===== config.mk =====
export PLATFORM = sky130hd
export DESIGN_NAME = ysyx_22050710_div_seq
export DESIGN_NICKNAME = d
export VERILOG_FILES = /design/src/rtl/ysyx_22050710_div_seq.sv
export SDC_FILE = /design/constraint.sdc
export NUM_CORES = 1
export LEC_CHECK = 0
export BUFFER_PORTS_ARGS = -buffer_cell sky130_fd_sc_hd__buf_2
export CAP_MARGIN = 40
export CORE_MARGIN = 1
export CORE_UTILIZATION = 25
export DETAILED_ROUTE_END_ITERATION = 16
export PLACE_DENSITY = 0.44
export SLEW_MARGIN = 40
export SYNTH_ARGS = -nofsm -noshare
export SYNTH_HDL_FRONTEND = slang
export SYNTH_SLANG_ARGS = --single-unit

===== constraint.sdc =====
create_clock -name i_clk -period 6.1 [get_ports i_clk]
set_input_delay 1.22 -clock i_clk [delete_from_list [all_inputs] [get_ports i_clk]]
set_output_delay 1.22 -clock i_clk [all_outputs]
set_load 0.02 [all_outputs]

===== src/rtl/ysyx_22050710_div_seq.sv =====
// Sequential restoring divider for RV64M div/rem, including the 32-bit W forms.
// It produces one quotient bit per cycle, and divide-by-zero and signed overflow complete in a single cycle.
module ysyx_22050710_div_seq (
  input  logic        i_clk,
  input  logic        i_rst_n,
  input  logic        i_valid,
  output logic        o_ready,
  input  logic [4:0]  i_ALUctr,
  input  logic        i_word_cut,
  input  logic [63:0] i_src1,
  input  logic [63:0] i_src2,
  input  logic        i_flush,
  output logic        o_out_valid,
  input  logic        i_out_ready,
  output logic [63:0] o_result,
  output logic        o_busy
);

  localparam int unsigned XLEN  = 64;
  localparam int unsigned WLEN  = 32;
  localparam int unsigned CNT_W = 7;

  localparam logic [4:0] OP_DIV  = 5'b01011;
  localparam logic [4:0] OP_DIVU = 5'b01100;
  localparam logic [4:0] OP_REM  = 5'b01101;
  localparam logic [4:0] OP_REMU = 5'b01110;

  localparam logic [CNT_W-1:0] LAST_D = CNT_W'(XLEN - 1);
  localparam logic [CNT_W-1:0] LAST_W = CNT_W'(WLEN - 1);

  localparam logic [XLEN-1:0] MIN_D = {1'b1, {(XLEN-1){1'b0}}};
  localparam logic [XLEN-1:0] MIN_W = {{(XLEN-WLEN+1){1'b1}}, {(WLEN-1){1'b0}}};

  typedef enum logic [1:0] {S_IDLE, S_CALC, S_DONE} state_t;

  state_t            state_q, state_nx;
  logic [CNT_W-1:0]  cnt_q, cnt_nx;
  logic [XLEN-1:0]   quo_q, quo_nx;
  logic [XLEN-1:0]   rem_q, rem_nx;
  logic [XLEN-1:0]   dvs_q, dvs_nx;
  logic              is_rem_q, is_rem_nx;
  logic              word_q, word_nx;
  logic              q_neg_q, q_neg_nx;
  logic              r_neg_q, r_neg_nx;
  logic [XLEN-1:0]   res_nx;

  logic              op_ok_c, in_signed_c, in_rem_c;
  logic [XLEN-1:0]   a_ext_c, b_ext_c, a_mag_c, b_mag_c;
  logic              a_neg_c, b_neg_c, div_zero_c, ovf_c;
  logic [XLEN-1:0]   special_c;
  logic [XLEN:0]     partial_c, diff_c;
  logic              ge_c;
  logic [XLEN-1:0]   step_quo_c, step_rem_c, final_c;

  // W results always carry bit 31 into the upper half, signed or not
  function automatic logic [XLEN-1:0] fit(input logic [XLEN-1:0] x, input logic w);
    return w ? {{(XLEN-WLEN){x[WLEN-1]}}, x[WLEN-1:0]} : x;
  endfunction

  function automatic logic [XLEN-1:0] neg(input logic [XLEN-1:0] x);
    return ~x + XLEN'(1);
  endfunction

  // Request decode: operand extension, magnitudes and single-cycle special cases
  always_comb begin
    op_ok_c     = (i_ALUctr == OP_DIV) || (i_ALUctr == OP_DIVU) ||
                  (i_ALUctr == OP_REM) || (i_ALUctr == OP_REMU);
    in_signed_c = (i_ALUctr == OP_DIV) || (i_ALUctr == OP_REM);
    in_rem_c    = (i_ALUctr == OP_REM) || (i_ALUctr == OP_REMU);
    if (i_word_cut) begin
      a_ext_c = {{(XLEN-WLEN){in_signed_c & i_src1[WLEN-1]}}, i_src1[WLEN-1:0]};
      b_ext_c = {{(XLEN-WLEN){in_signed_c & i_src2[WLEN-1]}}, i_src2[WLEN-1:0]};
    end else begin
      a_ext_c = i_src1;
      b_ext_c = i_src2;
    end
    a_neg_c    = in_signed_c & a_ext_c[XLEN-1];
    b_neg_c    = in_signed_c & b_ext_c[XLEN-1];
    a_mag_c    = a_neg_c ? neg(a_ext_c) : a_ext_c;
    b_mag_c    = b_neg_c ? neg(b_ext_c) : b_ext_c;
    div_zero_c = (b_ext_c == '0);
    ovf_c      = in_signed_c && (b_ext_c == '1) &&
                 (a_ext_c == (i_word_cut ? MIN_W : MIN_D));
    if (div_zero_c) special_c = in_rem_c ? a_ext_c : '1;
    else            special_c = in_rem_c ? '0 : a_ext_c;
  end

  // One restoring step: shift in the next dividend bit, subtract if it fits
  always_comb begin
    partial_c  = {rem_q, quo_q[XLEN-1]};
    diff_c     = partial_c - {1'b0, dvs_q};
    ge_c       = (partial_c >= {1'b0, dvs_q});
    step_rem_c = ge_c ? diff_c[XLEN-1:0] : partial_c[XLEN-1:0];
    step_quo_c = {quo_q[XLEN-2:0], ge_c};
    if (is_rem_q) final_c = r_neg_q ? neg(step_rem_c) : step_rem_c;
    else          final_c = q_neg_q ? neg(step_quo_c) : step_quo_c;
  end

  // Next-state and datapath update
  always_comb begin
    state_nx  = state_q;
    cnt_nx    = cnt_q;
    quo_nx    = quo_q;
    rem_nx    = rem_q;
    dvs_nx    = dvs_q;
    is_rem_nx = is_rem_q;
    word_nx   = word_q;
    q_neg_nx  = q_neg_q;
    r_neg_nx  = r_neg_q;
    res_nx    = '0;
    unique case (state_q)
      S_IDLE: begin
        if (i_valid && op_ok_c) begin
          is_rem_nx = in_rem_c;
          word_nx   = i_word_cut;
          q_neg_nx  = a_neg_c ^ b_neg_c;
          r_neg_nx  = a_neg_c;
          cnt_nx    = '0;
          rem_nx    = '0;
          dvs_nx    = b_mag_c;
          // left-align the dividend so both widths shift out MSB-first
          quo_nx    = i_word_cut ? {a_mag_c[WLEN-1:0], {(XLEN-WLEN){1'b0}}} : a_mag_c;
          if (div_zero_c || ovf_c) begin
            state_nx = S_DONE;
            res_nx   = fit(special_c, i_word_cut);
          end else begin
            state_nx = S_CALC;
          end
        end
      end
      S_CALC: begin
        quo_nx = step_quo_c;
        rem_nx = step_rem_c;
        cnt_nx = cnt_q + CNT_W'(1);
        if (cnt_q == (word_q ? LAST_W : LAST_D)) begin
          state_nx = S_DONE;
          res_nx   = fit(final_c, word_q);
        end
      end
      S_DONE: begin
        res_nx = o_result;
        if (i_out_ready) begin
          state_nx = S_IDLE;
          res_nx   = '0;
        end
      end
      default: state_nx = S_IDLE;
    endcase
    if (i_flush) begin
      state_nx = S_IDLE;
      cnt_nx   = '0;
      res_nx   = '0;
    end
  end

  always_ff @(posedge i_clk or negedge i_rst_n) begin
    if (!i_rst_n) state_q <= S_IDLE;
    else          state_q <= state_nx;
  end

  always_ff @(posedge i_clk or negedge i_rst_n) begin
    if (!i_rst_n) begin
      cnt_q    <= '0;
      quo_q    <= '0;
      rem_q    <= '0;
      dvs_q    <= '0;
      is_rem_q <= 1'b0;
      word_q   <= 1'b0;
      q_neg_q  <= 1'b0;
      r_neg_q  <= 1'b0;
    end else begin
      cnt_q    <= cnt_nx;
      quo_q    <= quo_nx;
      rem_q    <= rem_nx;
      dvs_q    <= dvs_nx;
      is_rem_q <= is_rem_nx;
      word_q   <= word_nx;
      q_neg_q  <= q_neg_nx;
      r_neg_q  <= r_neg_nx;
    end
  end

  // Status outputs are registered copies of the next-state decode
  always_ff @(posedge i_clk or negedge i_rst_n) begin
    if (!i_rst_n) begin
      o_ready     <= 1'b1;
      o_out_valid <= 1'b0;
      o_busy      <= 1'b0;
      o_result    <= '0;
    end else begin
      o_ready     <= (state_nx == S_IDLE);
      o_out_valid <= (state_nx == S_DONE);
      o_busy      <= (state_nx != S_IDLE);
      o_result    <= res_nx;
    end
  end

endmodule


# Word-level counts from Yosys, hierarchy flattened
# Index checks and enable logic that the tools add are counted.
# Widths: inputs -> output; s select.
[totals]
register_bits = 272
out_inout_bits = 67
elab_cells = 95
input_bits = 139
[op_classes]
mux = 35
order_cmp = 1
bitwise = 9
addsub = 6
eq_ne = 13
n_reduce_logical = 18
[ops]
columns = ["cell", "count"]
rows = [
  ["$mux 64", 21],
  ["$add 64x1->64 const B", 4],
  ["$not 64->64", 4],
  ["$pmux 64 s2", 2],
  ["$pmux 64 s3", 1],
  ["$ge 65x64->1", 1],
  ["$eq 64x64->1", 1],
  ["$eq 64x64->1 const B", 1],
  ["$logic_not 64->1", 1],
  ["$sub 64x64->64", 1],
  ["$mux 63", 1],
  ["$eq 5x4->1 const B", 4],
  ["$mux 7", 2],
  ["$pmux 7 s2", 1],
  ["$mux 2", 5],
  ["$add 7x1->7 const B", 1],
  ["$eq 7x6->1", 1],
  ["$logic_or 1x1->1", 6],
  ["$mux 6", 1],
  ["$ne 3x3->1 const B", 2],
  ["$pmux 2 s3", 1],
  ["$reduce_and 2->1", 3],
  ["$and 1x1->1", 4],
  ["$eq 2x2->1 const B", 2],
  ["7 further kinds", 11],
]

# Logic depth before layout (Yosys ltp)
# Gate-level depths: netlist (run 1).
[depth]
word_depth = 13
depth_mapped = 30
depth_no_buf = 24

# Worst setup path before layout (run 1)
# Ideal clock, no wire load.
[synth_timing]
kind = "register -> register"
from = "register rem_q[19]"
to = "register o_result[62]"
setup_slack_ns = -0.292
arrival_time_ns = 6.257
path_buffers = 8
path_stages_with_launch = 29
synth_period_minus_slack_ns = 6.392
cell_sequence = "dfrtp_1 > ha_1 > clkbuf_1 > a21oi_1 > o21ai_1 > a21oi_1 > o21ai_0 > a221oi_2 > o21ai_4 > inv_2 > buf_4 > buf_2 > buf_2 > buf_2 > buf_2 > buf_2 > ha_1 > nand4_2 > or3_4 > or3_1 > or3_1 > or4_4 > or4_4 > buf_6 > o41ai_4 > xor2_1 > nand3_1 > o211ai_2 > o211ai_1"
[synth_between]
elab_chain_cells = 10
elab_cells_between_ends = 14
cone_classes = "add/sub (3); order compare (1); mux (8); bitwise (2)"
[synth_lines]
columns = ["item", "line", "rtl"]
rows = [
  ["start, declared", "39", "logic [XLEN-1:0] rem_q, rem_nx;"],
  ["start signal, assigned", "174", "rem_q <= rem_nx;"],
  ["$sub 64x64->64 / $ge 65x64->1 (equally long branches)", "91, 92", ""],
  ["$mux 64", "93", "step_rem_c = ge_c ? diff_c[XLEN-1:0] : partial_c[XLEN-1:0];"],
  ["$not 64->64", "61", "return ~x + XLEN'(1);"],
  ["$add 64x1->64", "61", ""],
  ["$mux 64", "95", "if (is_rem_q) final_c = r_neg_q ? neg(step_rem_c) : step_rem_c;"],
  ["$mux 64 *", "95", ""],
  ["$mux 64 *", "57", "return w ? {{(XLEN-WLEN){x[WLEN-1]}}, x[WLEN-1:0]} : x;"],
  ["$mux 64 *", "135", "if (cnt_q == (word_q ? LAST_W : LAST_D)) begin"],
  ["$pmux 64 s3 *", "111", "unique case (state_q)"],
  ["$mux 64 *", "149", "if (i_flush) begin"],
  ["end signal, assigned", "194", "o_result <= res_nx;"],
  ["end, declared", "15", "output logic [63:0] o_result,"],
]
# Every way passes the cells marked *; elsewhere a longest branch is shown, timed or not.
# A chain may end at the register's enable or synchronous reset.

# Worst setup path after layout (run 1)
[layout_timing]
from = "register rem_q[45]"
to = "register o_result[52]"
# Same word-level chain as after synthesis.

==> results.yml, run 1 <==
die:
  rows: 115
  pin_count: 206
  die_h_um: 316.5
  dieArea_mm2: 0.1002
  core_mm2: 0.09813
  die_w_um: 316.5
  start_util_pct: 25.20
sta:
  skew_ns: 0.02840
  rsz0062_at_grt: "false"
  period_needed_ns: 5.878
  max_freq_mhz: 170.1
  setup-tns-final_ns: 0
  finalHoldViolCount: 0
  slew_headroom_pct: 45.03
  finalMaxSlewViolations: 0
  finalSetupViolations: 0
  fin_crit_sh_pct: 96.36
  worst_pin_slew_ns: 0.8170
worst_setup_path:
  crit_path_start_kind: "register"
  reg2reg_slack_ns: 0.22
  endpoint: "o_result[52]"
  crit_type: "reg2reg"
  critical_path.top_delay_family: "compound AO/OA/AOI/OAI gates"
  rr_worst_depth: 20
  cp.buffers_inverters: 1
  r2r-start: "rem_q[45]"
  rr_endpoint: "o_result[52]"
  end_kind: "register"
  critical_path_depth: 20
  crit_path_frequent_cell: "o21ai_0"
  cp_slowest_cell: "or4_4"
  cpPeakStageDelay_ns: 0.52
  cp_cell_sequence: "ha_1 -> a21oi_2 -> o21ai_0 -> a31oi_1 -> o21ai_0 -> a221oi_2 -> o21ai_4 -> inv_2 -> ha_2 -> nand4_2 -> or3_4 -> or3_1 -> or3_1 -> or4_4 -> or4_4 -> o21ai_0 -> xor2_1 -> a211oi_1 -> o21ai_0 -> o211ai_1"
  path_max_fanout: 8
  startpoint: "rem_q[45]"
  cp.required_ns: 6.59
  critical_path_arrival_ns: 6.36
placed_design:
  placed_cells: 4716
  place_area_mm2: 0.02752
  gp_congestion: 0.9353
  dp_hpwl_um: 90860
  port_buffers: 205
global_routing:
  grt_overflow: 0
  grt_max_degree: 184
  antenna_found_initial: 3
  grt.total_usage_pct: 22.79
  grt_pass1_wl_um: 170900
  grt_pass1_vias: 25015
logic_synthesis:
  synth_cell_types: 96
  synth_commonest_cells: "387 x o21ai_0, 360 x nand2_1, 327 x nor2_1"
  synth_edf_count: 0
  postSynthCellCount: 3328
  yosysTopAreaCellShare_pct: 27.42
  async_flop_share_pct: 100.0
  synth_most_common_cell: "o21ai_0"
  syn_nets: 3538
  synth-seq-area-share_pct: 27.53
  synth_area_per_cell_um2: 7.432
  synth_seq_cells: 272
  yosys_most_used_dff: "dfrtp_1"
  netlist_area_mm2: 0.02473
  synth_warnings: 0
  yosys-top-cells-area: "dfrtp_1 27%, o21ai_0 7.8%, a21oi_1 6.2%, xnor2_1 5.6%, nand2_1 5.5%"
  yosysTopAreaCell: "dfrtp_1"
finish:
  instances_no_fill: 4790
  synthToLayoutAreaGrowth_pct: 17.10
  fin_nets: 3682
  post_route_cells_drive_above_1_share_pct: 13.92
  design_area_mm2: 0.02896
  nFillCells: 10876
route:
  wl_met2_um: 56350
  top_layer: "met5"
  vias_per_cell: 5.440
  wl_met1_um: 50230
  wl_met3_um: 6317
  drt_wl_total_um: 116500
  drc: 0
  firstDrtPassIters: 8
  drt-initial-drc-count: 2213
  ant_nets: 0
  routedWlPerCell_um: 24.32
  vias: 26058
worst_hold_path:
  hold_class: "reg2reg"
clocking:
  cts_tree: "yes"
  clock_latency_ns: 0.59
  clk_pin_slew_ns: 0.06
  cts_made_buffers: 37
  cts-root-buf: "clkbuf_16"
  htree_levels: 2
  clock-sinks: 272
  cts.path.max_buffers: 3
pwr:
  power_density_mw_per_mm2: 556.2
  leakage_nw: 11.78
  ir_worst_vdd_mv: 0.3762
run_status:
  status: "finished, final reports clean"
run:
  max_cap_violations: 0
## worst register-to-register path, stage by stage (launching register included)
cell	delay, ns
dfrtp_1	0.41
ha_1	0.43
a21oi_2	0.25
o21ai_0	0.23
a31oi_1	0.19
o21ai_0	0.24
a221oi_2	0.46
o21ai_4	0.14
inv_2	0.17
ha_2	0.21
nand4_2	0.12
or3_4	0.38
or3_1	0.37
or3_1	0.37
or4_4	0.45
or4_4	0.52
o21ai_0	0.23
xor2_1	0.10
a211oi_1	0.27
o21ai_0	0.13
o211ai_1	0.12
## where the power goes
group / internal (mW) / switching [mW]
clock network: 1.37 / 0.968
logic: 3.75 / 7.22
registers: 2.22 / 0.582
## area by class of cell
| type | instances | area (µm²) | share of cell area [%] |
|---|---|---|---|
| clock inverters | 15 | 202.7 | 0.6998 |
| repair buffers | 320 | 2017 | 6.964 |
| diodes | 4 | 10.01 | 0.03456 |
| well taps | 1287 | 1610 | 5.560 |
| multi-input cells | 2742 | 16900 | 58.36 |
| flip-flops and latches | 272 | 6810 | 23.51 |
| clock buffers | 51 | 1039 | 3.586 |
| inverters | 99 | 371.6 | 1.283 |
## flip-flops by register name, indices dropped and copies added, names as in the netlist, 2 cells and up
signal,count
dvs_q,64
o_result,64
quo_q,64
rem_q,64
cnt_q,7
state_q,2
## layout by cell type, fill, tap and decap left out, drive strengths merged, types with 28 or more instances in the layout
master and n:
o21ai 402, dfrtp 271, o211ai 41, inv 102, o31ai 56, clkbuf 51
or4 28, nand3 119, or3 53, mux2i 50, ha 70, a211oi 44
nor4 42, nand2 360, maj3 29, nand4 60, a22oi 40, a21oi 305
nor2 327, xor2 130, o22ai 35, buf 320, nor3 83, xnor2 158
## per-stage QoR
stage / hold slack [ns] / setup slack, ns / utilization (%) / power, mW
2_1_floorplan: 0.4485 / 0.005205 / - / 9.625
3_3_place_gp: 0.4626 / 0.2568 / 27.98 / 13.63
3_5_place_dp: 0.4657 / 0.1119 / 28.04 / 13.56
4_1_cts: 0.4794 / 0.05956 / 29.31 / 15.98
5_1_grt: 0.4905 / 0.006354 / 29.50 / 17.21
6_report: 0.4734 / 0.2220 / 29.51 / 16.11
## per-layer routing
| metal | up-vias | GRT usage, % |
|---|---|---|
| met3 | 131 | 3.061 |
| met5 | - | 0 |
| met4 | 4 | 6.687 |
| li1 | 12428 | - |
| met1 | 12730 | 29.97 |
| met2 | 765 | 38.66 |
## repair_timing
action | in CTS | in global routing
setup buffers | 0 | 2
hold buffers | 0 | 0
setup endpoints to repair | 0 | 29
gates resized for setup | 0 | 31
## kinds of logic after synthesis
family          Yosys count  share of synthesized area (%)
simple gates           1185                          22.79
mux                      52                          2.115
buf+inv                 314                          4.963
flops                   272                          27.53
compound gates         1117                          27.61
fa+ha+maj               100                          4.796
xor+xnor                288                          10.20
## worst min-delay path by stage
stage,start,end,slack [ns],cells after the start
finish,o_result[13],o_result[13],0.47,2
floorplan,dvs_q[63],dvs_q[63],0.45,2
global placement,o_result[11],o_result[11],0.46,2
CTS,o_result[24],o_result[24],0.48,2
detailed placement,o_result[18],o_result[18],0.47,2
global route,i_rst_n,o_result[20],0.49,1
(Power assumes the default switching activity.)
==> inputs of run 2 (changes only) <==
- CORE_ASPECT_RATIO: not set -> 2
- CORE_MARGIN: 1 -> 5
==> results.yml, run 2 (synthesis gave the netlist of run 1 again) <==
pwr:
  power_density_mw_per_mm2: 565.2
  leakage_nw: 12.22
  ir_worst_vdd_mv: 0.5971
  p_total_mw: 16.74
worst_setup_path:
  r2r-start: "dvs_q[0]"
  path_max_fanout: 5
  critical_path_arrival_ns: 6.46
  crit_type: "reg2reg"
  endpoint: "o_result[59]"
  crit_path_start_kind: "register"
  startpoint: "dvs_q[0]"
  end_kind: "register"
  rr_worst_depth: 18
  cp.required_ns: 6.64
  reg2reg_slack_ns: 0.17
  rr_endpoint: "o_result[59]"
sta:
  period_needed_ns: 5.925
  worst_pin_slew_ns: 0.9183
  rsz0062_at_grt: "false"
  finalSetupViolations: 0
  max_freq_mhz: 168.8
  finalMaxSlewViolations: 0
  setup-tns-final_ns: 0
  slew_headroom_pct: 38.34
  skew_ns: 0.03767
  fin_crit_sh_pct: 97.14
  finalHoldViolCount: 0
  worst_slack_ns: 0.1748
die:
  pin_count: 206
  rows: 163
  die_h_um: 454.8
  core_mm2: 0.09851
  die_w_um: 232.4
  start_util_pct: 25.11
  dieArea_mm2: 0.1057
placed_design:
  post-place-ws_ns: 0.1060
  dp_hpwl_um: 114600
  port_buffers: 205
  gp_congestion: 0.9979
global_routing:
  grt_pass1_vias: 27595
  antenna_found_initial: 10
  grt_overflow: 0
  grt.met3_usage_pct: 2.148
  met1_usage_pct: 23.83
  grt_pass1_wl_um: 197300
  grt.total_usage_pct: 25.52
  top_usage_layer: "met2"
  grt_max_degree: 90
  use_met2_pct: 48.73
route:
  drt-initial-drc-count: 1907
  vias: 27172
  drt_wl_total_um: 139700
  drc: 0
  firstDrtPassIters: 5
  vias_per_cell: 5.505
  ant_nets: 0
  routedWlPerCell_um: 28.31
clocking:
  cts_tree: "yes"
  hold_buffers: 0
  clock-sinks: 272
  cts.path.max_buffers: 3
  clock_latency_ns: 0.66
  cts-root-buf: "clkbuf_16"
  clk_pin_slew_ns: 0.07
  cts_made_buffers: 31
  htree_levels: 1
finish:
  final_common_cell: "o21ai_0"
  post_route_cells_drive_above_1_share_pct: 15.91
  fin_nets: 3782
  final_cell_mix: "384 x o21ai_0, 359 x nand2_1, 323 x nor2_1"
  synthToLayoutAreaGrowth_pct: 19.76
  nFillCells: 10823
worst_hold_path:
  hold_class: "in2async"
run:
  max_cap_violations: 0
run_status:
  status: "finished, final reports clean"
-- run 2: per-stage QoR --
stage	hold slack [ns]	utilization [%]	instance area, µm²	instances
CTS	0.4793	29.92	29470	4910
global placement	0.4580	28.75	28320	4854
detailed placement	0.4656	28.83	28400	4854
global route	0.3873	30.06	29610	4934
finish	0.3844	30.07	29620	4936
floorplan	0.4485	-	24760	3328
-- run 2: worst min path at each step --
stage / start / endpoint / slack, ns
floorplan: dvs_q[63] / dvs_q[63] / 0.45
finish: i_rst_n / o_result[43] / 0.38
global placement: o_result[16] / o_result[16] / 0.46
detailed placement: o_result[16] / o_result[16] / 0.47
global route: i_rst_n / dvs_q[63] / 0.39
CTS: o_result[16] / o_result[16] / 0.48
-- run 2: power breakdown --
| part | leakage [nW] | internal [mW] | switching (mW) |
|---|---|---|---|
| registers | 3.59 | 2.22 | 0.609 |
| logic | 8.10 | 4.15 | 7.67 |
| clock network | 0.527 | 1.18 | 0.920 |
-- run 2: worst max-delay path, cell delays in order (launching register included) --
cell	delay, ns
dfrtp_1	0.59
ha_1	0.26
inv_1	0.06
fa_1	0.41
a21o_1	0.26
a221oi_4	0.41
nor3_2	0.15
or3_4	0.47
and4_4	0.26
or4b_1	0.49
and3_1	0.24
o41a_1	0.44
and3b_1	0.40
nand4_2	0.20
o21ai_0	0.23
xor2_1	0.11
o221ai_1	0.52
buf_4	0.21
o211ai_1	0.08
-- run 2: timing repair --
item / CTS / global route
buffers inserted: 0 / 4
setup endpoints to repair: 0 / 15
gates resized for setup: 0 / 8
-- run 2: metal layers --
metal / vias to the layer above / wire length, µm / share of wire (%)
met5: - / 0 / 0
li1: 12604 / - / -
met1: 13306 / 45110 / 32
met3: 363 / 4325 / 3.1
met4: 0 / 16010 / 11
met2: 899 / 74310 / 53
-- run 2: layout make-up --
cell class              count  area, µm²  area share, %
multi-input cells        2742      16880          56.98
clock buffers              37      828.3          2.796
diodes                     21      52.55         0.1774
inverters                  99      371.6          1.255
repair buffers            426       2791          9.424
flip-flops and latches    272       6810          22.99
well taps                1320       1652          5.576
clock inverters            19      236.5         0.7984
==> inputs of run 3 (changes only) <==
- PLACE_DENSITY: 0.44 -> 0.43
- clock period: 6.1 -> 5.7 ns (I/O delays scaled with it)
==> results.yml, run 3 (synthesis gave the netlist of run 1 again) <==
die:
  die_h_um: 454.8
  die_w_um: 232.4
  rows: 163
  start_util_pct: 25.11
  pin_count: 206
  core_mm2: 0.09851
  dieArea_mm2: 0.1057
route:
  vias: 28008
  drt-initial-drc-count: 1748
  drc: 0
  vias_per_cell: 5.389
  firstDrtPassIters: 7
  ant_nets: 0
  drt_wl_total_um: 143900
  routedWlPerCell_um: 27.68
sta:
  skew_ns: 0.01407
  finalHoldViolCount: 0
  period_needed_ns: 5.567
  worst_pin_slew_ns: 0.9201
  finalMaxSlewViolations: 0
  slew_headroom_pct: 38.01
  fin_crit_sh_pct: 97.67
  max_freq_mhz: 179.6
  finalSetupViolations: 0
  whs_ns: 0.3848
worst_setup_path:
  critical_path_arrival_ns: 6.07
  rr_endpoint: "o_result[62]"
  cp_cell_sequence: "inv_1 -> ha_2 -> nand2_2 -> buf_4 -> nor2_1 -> a21oi_2 -> o21ai_2 -> a221oi_4 -> o21ai_4 -> inv_4 -> buf_12 -> ha_4 -> nand4_4 -> or3_4 -> or3_4 -> or3_4 -> or4_4 -> or4_4 -> o41ai_4 -> xor2_1 -> nand3_1 -> o211ai_2 -> o211ai_1"
  cp_slowest_cell: "or4_4"
  crit_path_start_kind: "register"
  cpPeakStageDelay_ns: 0.61
  cp.required_ns: 6.21
  rr_worst_depth: 23
  crit_type: "reg2reg"
  reg2reg_slack_ns: 0.13
  crit_path_frequent_cell: "or3_4"
  r2r-start: "dvs_q[42]"
  path_max_fanout: 8
  end_kind: "register"
pwr:
  ir_worst_vdd_mv: 0.2887
  leakage_nw: 13.43
  p_total_mw: 20.11
  power_density_mw_per_mm2: 629.7
clocking:
  clk_pin_slew_ns: 0.07
  hold_buffers: 0
  cts-root-buf: "clkbuf_16"
  clock_latency_ns: 0.63
  cts.path.max_buffers: 3
  cts_made_buffers: 30
  htree_levels: 1
  cts_tree: "yes"
  clock-sinks: 272
finish:
  final_common_cell: "buf_4"
  synthToLayoutAreaGrowth_pct: 29.13
  instances_no_fill: 5197
  fin_nets: 4032
  regArea_mm2: 0.006812
  final_cell_mix: "452 x buf_4, 373 x o21ai_0, 355 x nand2_1"
  post_route_cells_drive_above_1_share_pct: 22.70
  multiInputGateArea_mm2: 0.01725
  nFillCells: 10781
worst_hold_path:
  hold_class: "in2async"
placed_design:
  gp_congestion: 1.036
  dp_hpwl_um: 118800
  placed_cells: 5089
  port_buffers: 205
global_routing:
  grt_overflow: 0
  grt_pass1_vias: 28444
  antenna_found_initial: 13
  grt_pass1_wl_um: 202300
  grt_max_degree: 109
  grt.total_usage_pct: 26.18
run_status:
  status: "finished, final reports clean"
run:
  max_cap_violations: 0
[run 3: changes by cell type in the layout (fill, tap and decap cells not counted), moves of 6 or more]
cell     previous run  this run
buf_12              5        15
ha_1               69        47
o21ai_0           384       373
ha_4                0        15
buf_4             213       452
ha_2                1         8
o21ai_1            14        20
a21oi_2             4        21
a21oi_1           301       284
diode_2            21        35
[run 3: worst max-delay path: cells and delay by family (launching register included)]
family | cells | cell delay, ns
AND/OR/NAND/NOR | 9 | 2.52
AO/OA/AOI/OAI | 7 | 1.48
buffers and inverters | 4 | 0.43
adder cells (fa/ha/maj) | 2 | 0.43
flip-flops | 1 | 0.38
XOR/XNOR | 1 | 0.19
[run 3: stage by stage]
step	util [%]	TNS, ns	area, µm²	worst slack [ns]
floorplan	-	-0.01058	24900	-0.01058
global placement	30.75	-0.3010	30290	-0.1534
detailed placement	30.81	-0.7532	30350	-0.2701
CTS	31.81	0	31330	0.01464
global route	32.42	-0.1984	31930	-0.07565
finish	32.42	0	31940	0.1325
[run 3: power breakdown]
part | switching [mW] | leakage, nW | internal (mW) | total, mW
clock network | 0.942 | 0.460 | 1.06 | 2.01
logic | 9.11 | 9.39 | 6.09 | 15.2
registers | 0.526 | 3.58 | 2.37 | 2.90
total | 10.6 | 13.4 | 9.53 | 20.1
[run 3: worst max-delay path by stage]
stage	startpoint	endpoint	slack (ns)	cells after the start
finish	dvs_q[42]	o_result[62]	0.13	23
global route	dvs_q[13]	o_result[62]	-0.08	25
CTS	rem_q[39]	o_result[50]	0.01	26
detailed placement	rem_q[11]	o_result[50]	-0.27	23
global placement	rem_q[11]	o_result[50]	-0.15	23
floorplan	rem_q[19]	o_result[62]	-0.01	28
[run 3: per-layer routing]
metal  vias to the layer above  global-route usage [%]  part of all wire [%]
met2                       824                   49.67                    53
met1                     13659                   24.66                    33
met3                       384                   2.235                   3.1
met5                         -                       0                 0.019
li1                      13137                       -                     -
met4                         4                   23.33                    11
[run 3: timing repair]
| action | 4_1_cts | 5_1_grt |
|---|---|---|
| resized for setup | 7 | 69 |
| setup buffers | 1 | 18 |
| setup endpoints to repair | 9 | 23 |
| pin swaps | 0 | 31 |
| gates cloned | 0 | 1 |
[run 3: layout make-up]
class | instances | area share, %
Multi-Input combinational cell | 2742 | 54.02
Sequential cell | 272 | 21.33
Timing Repair Buffer | 677 | 15.11
Tap cell | 1320 | 5.171
Clock buffer | 43 | 2.758
Inverter | 99 | 1.171
Antenna cell | 35 | 0.2742
Clock inverter | 9 | 0.1685
